## src/rtl/pipe_stage_reg.sv

```systemverilog
// rtl/pipe_stage_reg.sv - parametrised inter-stage pipeline register with stall/flush and event counters
// Bubbles and invalid slots always carry BUBBLE_INST and an all-zero control bundle.
module pipe_stage_reg #(
  parameter int          PC_W        = 13,
  parameter int          DATA_W      = 64,
  parameter int          CTRL_W      = 6,
  parameter logic [31:0] BUBBLE_INST = 32'h00000013,
  parameter int          CNT_W       = 16
) (
  input  logic              CLK,
  input  logic              RST,
  input  logic              stall,
  input  logic              flush,
  input  logic              cnt_clr,
  input  logic              validI,
  input  logic [PC_W-1:0]   pcI,
  input  logic [31:0]       instI,
  input  logic [CTRL_W-1:0] ctrlI,
  input  logic [DATA_W-1:0] dataI,
  output logic              validO,
  output logic [PC_W-1:0]   pcO,
  output logic [31:0]       instO,
  output logic [CTRL_W-1:0] ctrlO,
  output logic [DATA_W-1:0] dataO,
  output logic [CNT_W-1:0]  stall_cnt,
  output logic [CNT_W-1:0]  flush_cnt
);

  logic stall_inc;
  logic flush_inc;

  // A flush overrides a stall, so a combined request counts only as a flush.
  assign stall_inc = stall && !flush;
  assign flush_inc = flush && (validO || validI);

  always_ff @(posedge CLK) begin
    if (RST) begin
      validO <= 1'b0;
      pcO    <= '0;
      instO  <= BUBBLE_INST;
      ctrlO  <= '0;
      dataO  <= '0;
    end else if (flush) begin
      validO <= 1'b0;
      instO  <= BUBBLE_INST;
      ctrlO  <= '0;
    end else if (!stall) begin
      validO <= validI;
      pcO    <= pcI;
      dataO  <= dataI;
      if (validI) begin
        instO <= instI;
        ctrlO <= ctrlI;
      end else begin
        instO <= BUBBLE_INST;
        ctrlO <= '0;
      end
    end
  end

  always_ff @(posedge CLK) begin
    if (RST || cnt_clr) begin
      stall_cnt <= '0;
    end else if (stall_inc && !(&stall_cnt)) begin
      stall_cnt <= stall_cnt + 1'b1;
    end
  end

  always_ff @(posedge CLK) begin
    if (RST || cnt_clr) begin
      flush_cnt <= '0;
    end else if (flush_inc && !(&flush_cnt)) begin
      flush_cnt <= flush_cnt + 1'b1;
    end
  end

endmodule

```

## config.mk

```make
export PLATFORM = sky130hd
export DESIGN_NAME = pipe_stage_reg
export DESIGN_NICKNAME = d
export VERILOG_FILES = /design/src/rtl/pipe_stage_reg.sv
export SDC_FILE = /design/constraint.sdc
export NUM_CORES = 1
export LEC_CHECK = 0
export BUFFER_PORTS_ARGS = -buffer_cell sky130_fd_sc_hd__buf_2
export CORE_MARGIN = 4
export CORE_UTILIZATION = 46
export CTS_CLUSTER_SIZE = 28
export DETAILED_ROUTE_END_ITERATION = 12
export GPL_TIMING_DRIVEN = 0
export MAX_ROUTING_LAYER = met4
export PLACE_DENSITY = 0.81
export SYNTH_ARGS = -nofsm -noshare
export SYNTH_HDL_FRONTEND = slang
export SYNTH_SLANG_ARGS = --single-unit
```

## constraint.sdc

```tcl
create_clock -name CLK -period 2.4 [get_ports CLK]
set_input_delay 0.48 -clock CLK [delete_from_list [all_inputs] [get_ports CLK]]
set_output_delay 0.48 -clock CLK [all_outputs]
set_load 0.005 [all_outputs]
```

==> out/qor.yml <==
run_status: "finished clean"
ys_types: 40
netlist_top_cells_count: "173 x nand2_1, 148 x dfxtp_1, 90 x a21oi_1"
worstPathArrival_ns: 2.27
holdWs_ns: 0.2914
min_from: "instI[0]"
cts.htree.levels: 4
crit-reg2reg-launch: "flush_cnt[0]"
antenna_cells: 0
yosys_register_bits: 148
relSlewSlack: 0.6111
root_buffer: "clkbuf_16"
clock-sinks: 148
utilization: 0.6605
tns_ns: 0
drcViolationCount: 0
ys_seq_area_frac: 0.5414
ctsResizeCount: 0
layout.cells.non_filler: 1101
rows: 39
fill_cells: 991
period_needed_ns: 1.942
synth_area_leaders: "dfxtp_1 54%, nand2_1 12%, a21oi_1 8.2%"
grt_overflow: 0
post-cts-setup-buffers: 0
rsz0062_at_grt: "false"
yosys.area.top_type: "dfxtp_1"
multi_input_area_sq_um: 2318
hp-class: "in -> reg"
holdPathEnd: "instO[0]"
crit_fanout: 6
synth_enable_flop_cells: 0
reg2regPathDepth: 5
syn_nets: 782
dp_hpwl_um: 12230
tritoncts: "yes"
async_flop_share: 0
cp.required_ns: 2.73
grt_start_max_net_pins: 17
clkLatencyLatePin_ns: 0.41
die_y_um: 117.1
antenna_found_initial: 0
grt_pass1_vias: 5226
initial_core_util: 0.4752
ant_nets: 0
coreArea_sq_um: 11520
synth_top_area_frac: 0.5414
synth_ff_type: "dfxtp_1"
synthesis.area_sq_um: 5473
p_leak_nw: 3.390
cts_buffer_depth: 2
r2r-end: "flush_cnt[14]"
drive_above_1_share: 0.3184
ff_latch_area_sq_um: 2963
grt_use_total: 0.2429
peakVddDrop_uv: 560.1
post_drt_wl_per_cell_um: 14.79
vias: 5601
wirelength_um: 16290
reg2reg_slack_ns: 0.46
whs_path_depth: 3
final.setup.worst_slack_ns: 0.4579
hold_buffers: 0
portBuffers: 267
vias_per_cell: 5.087
yosysMostFrequentCell: "nand2_1"
place_inst: 1069
period_share: 0.8092
yosysWarningCount: 0
syn_to_final_growth_pct: 38.98
drt_first_pass_iters: 5
postSynthAreaPerCell_sq_um: 8.305
place.gp.congestion: 0.8807
die_w_um: 117.1
grt_pass1_wl_um: 25370
place_ws_ns: 0.1993
die_area_sq_um: 13710
io_pins: 269
nets: 1068
worst_pin_slew_ns: 0.5687
crit_type: "reg -> reg"
setup-violations-final: 0
syn_inst: 659
slew_violations: 0
hold_violations: 0
cp-end-kind: "flip-flop"
timing.max_cap.violations: 0
fmax_mhz: 514.9
first_iter_violations: 401
powerDensity_nw_per_um2: 749.5
skew_ns: 0.006276
path_clk_slew_ns: 0.06
start_kind: "flip-flop"
cts_buffers: 17
[area by class of cell]
type                            count  share of cell area
Sequential cell                   148              0.3895
Multi-Input combinational cell    464              0.3048
Timing Repair Buffer              267              0.1757
Clock buffer                       26             0.06958
Buffer                             44             0.02369
Tap cell                          143             0.02352
Clock inverter                      6             0.01168
Inverter                            3            0.001481
[placed cells by master, fill, tap and decap left out, types with 4 or more instances in the layout]
| cell | n |
|---|---|
| buf_2 | 267 |
| nand2_1 | 173 |
| dfxtp_1 | 148 |
| a21oi_1 | 90 |
| nor2_1 | 65 |
| clkbuf_1 | 40 |
| a22oi_1 | 35 |
| clkbuf_16 | 17 |
| nand3_1 | 14 |
| xnor2_1 | 14 |
| o21ai_0 | 9 |
| clkbuf_8 | 7 |
| nand4_1 | 6 |
| nor3_1 | 5 |
| nor4_1 | 5 |
| a211oi_1 | 5 |
| buf_1 | 4 |
| or3_1 | 4 |
| and3_1 | 4 |
[worst max-delay path by stage]
stage,startpoint,to,slack [ns],cells after the start
2_1_floorplan,flush,stall_cnt[13],0.67,5
3_3_place_gp,RST,stall_cnt[6],0.22,5
3_5_place_dp,flush,dataO[36],0.20,7
4_1_cts,flush_cnt[0],flush_cnt[14],0.48,5
5_1_grt,flush_cnt[0],flush_cnt[10],0.26,6
6_report,flush_cnt[0],flush_cnt[14],0.46,5
[power breakdown]
group	total, mW	switching (mW)	internal (mW)
Combinational	0.430	0.241	0.189
Sequential	2.57	0.0378	2.53
Clock	2.70	0.973	1.73
Total	5.70	1.25	4.45
[per-layer routing]
| layer | wire length (um) | part of all wire | global-route usage | vias up |
|---|---|---|---|---|
| met5 | 0 | 0 | - | - |
| li1 | - | - | - | 2813 |
| met3 | 948 | 0.058 | 0.05450 | 25 |
| met1 | 6871 | 0.42 | 0.3000 | 2561 |
| met2 | 8091 | 0.50 | 0.3872 | 202 |
| met4 | 378 | 0.023 | 0.09633 | 0 |
[flip-flops by register name, summed over array words and instances (netlist names)]
signal,count
pcO,13
flush_cnt,16
instO,32
stall_cnt,16
validO,1
ctrlO,6
dataO,64
[per-stage QoR]
stage	cell area [sq um]	power (mW)
after global placement	6988	3.046
after global routing	7606	5.922
after CTS	7606	5.753
after detailed placement	6988	3.053
final	7606	5.701
after floorplan	5473	2.815
[cells by family after synthesis]
kind of cell,share of synthesized area
AO/OA/AOI/OAI,0.1658
XOR/XNOR,0.02721
adder cells (fa/ha/maj),0.004572
buffers and inverters,0.03498
flip-flops,0.5414
multiplexers,0.001829
AND/OR/NAND/NOR,0.2243
[worst max-delay path: stages (launching register included)]
cell and delay (ns):
dfxtp_1 0.42, ha_1 0.29, nand4_1 0.23, nor4_1 0.56, a31oi_1 0.15, a211oi_1 0.21
Note: power is estimated with default switching activity, not from simulation.
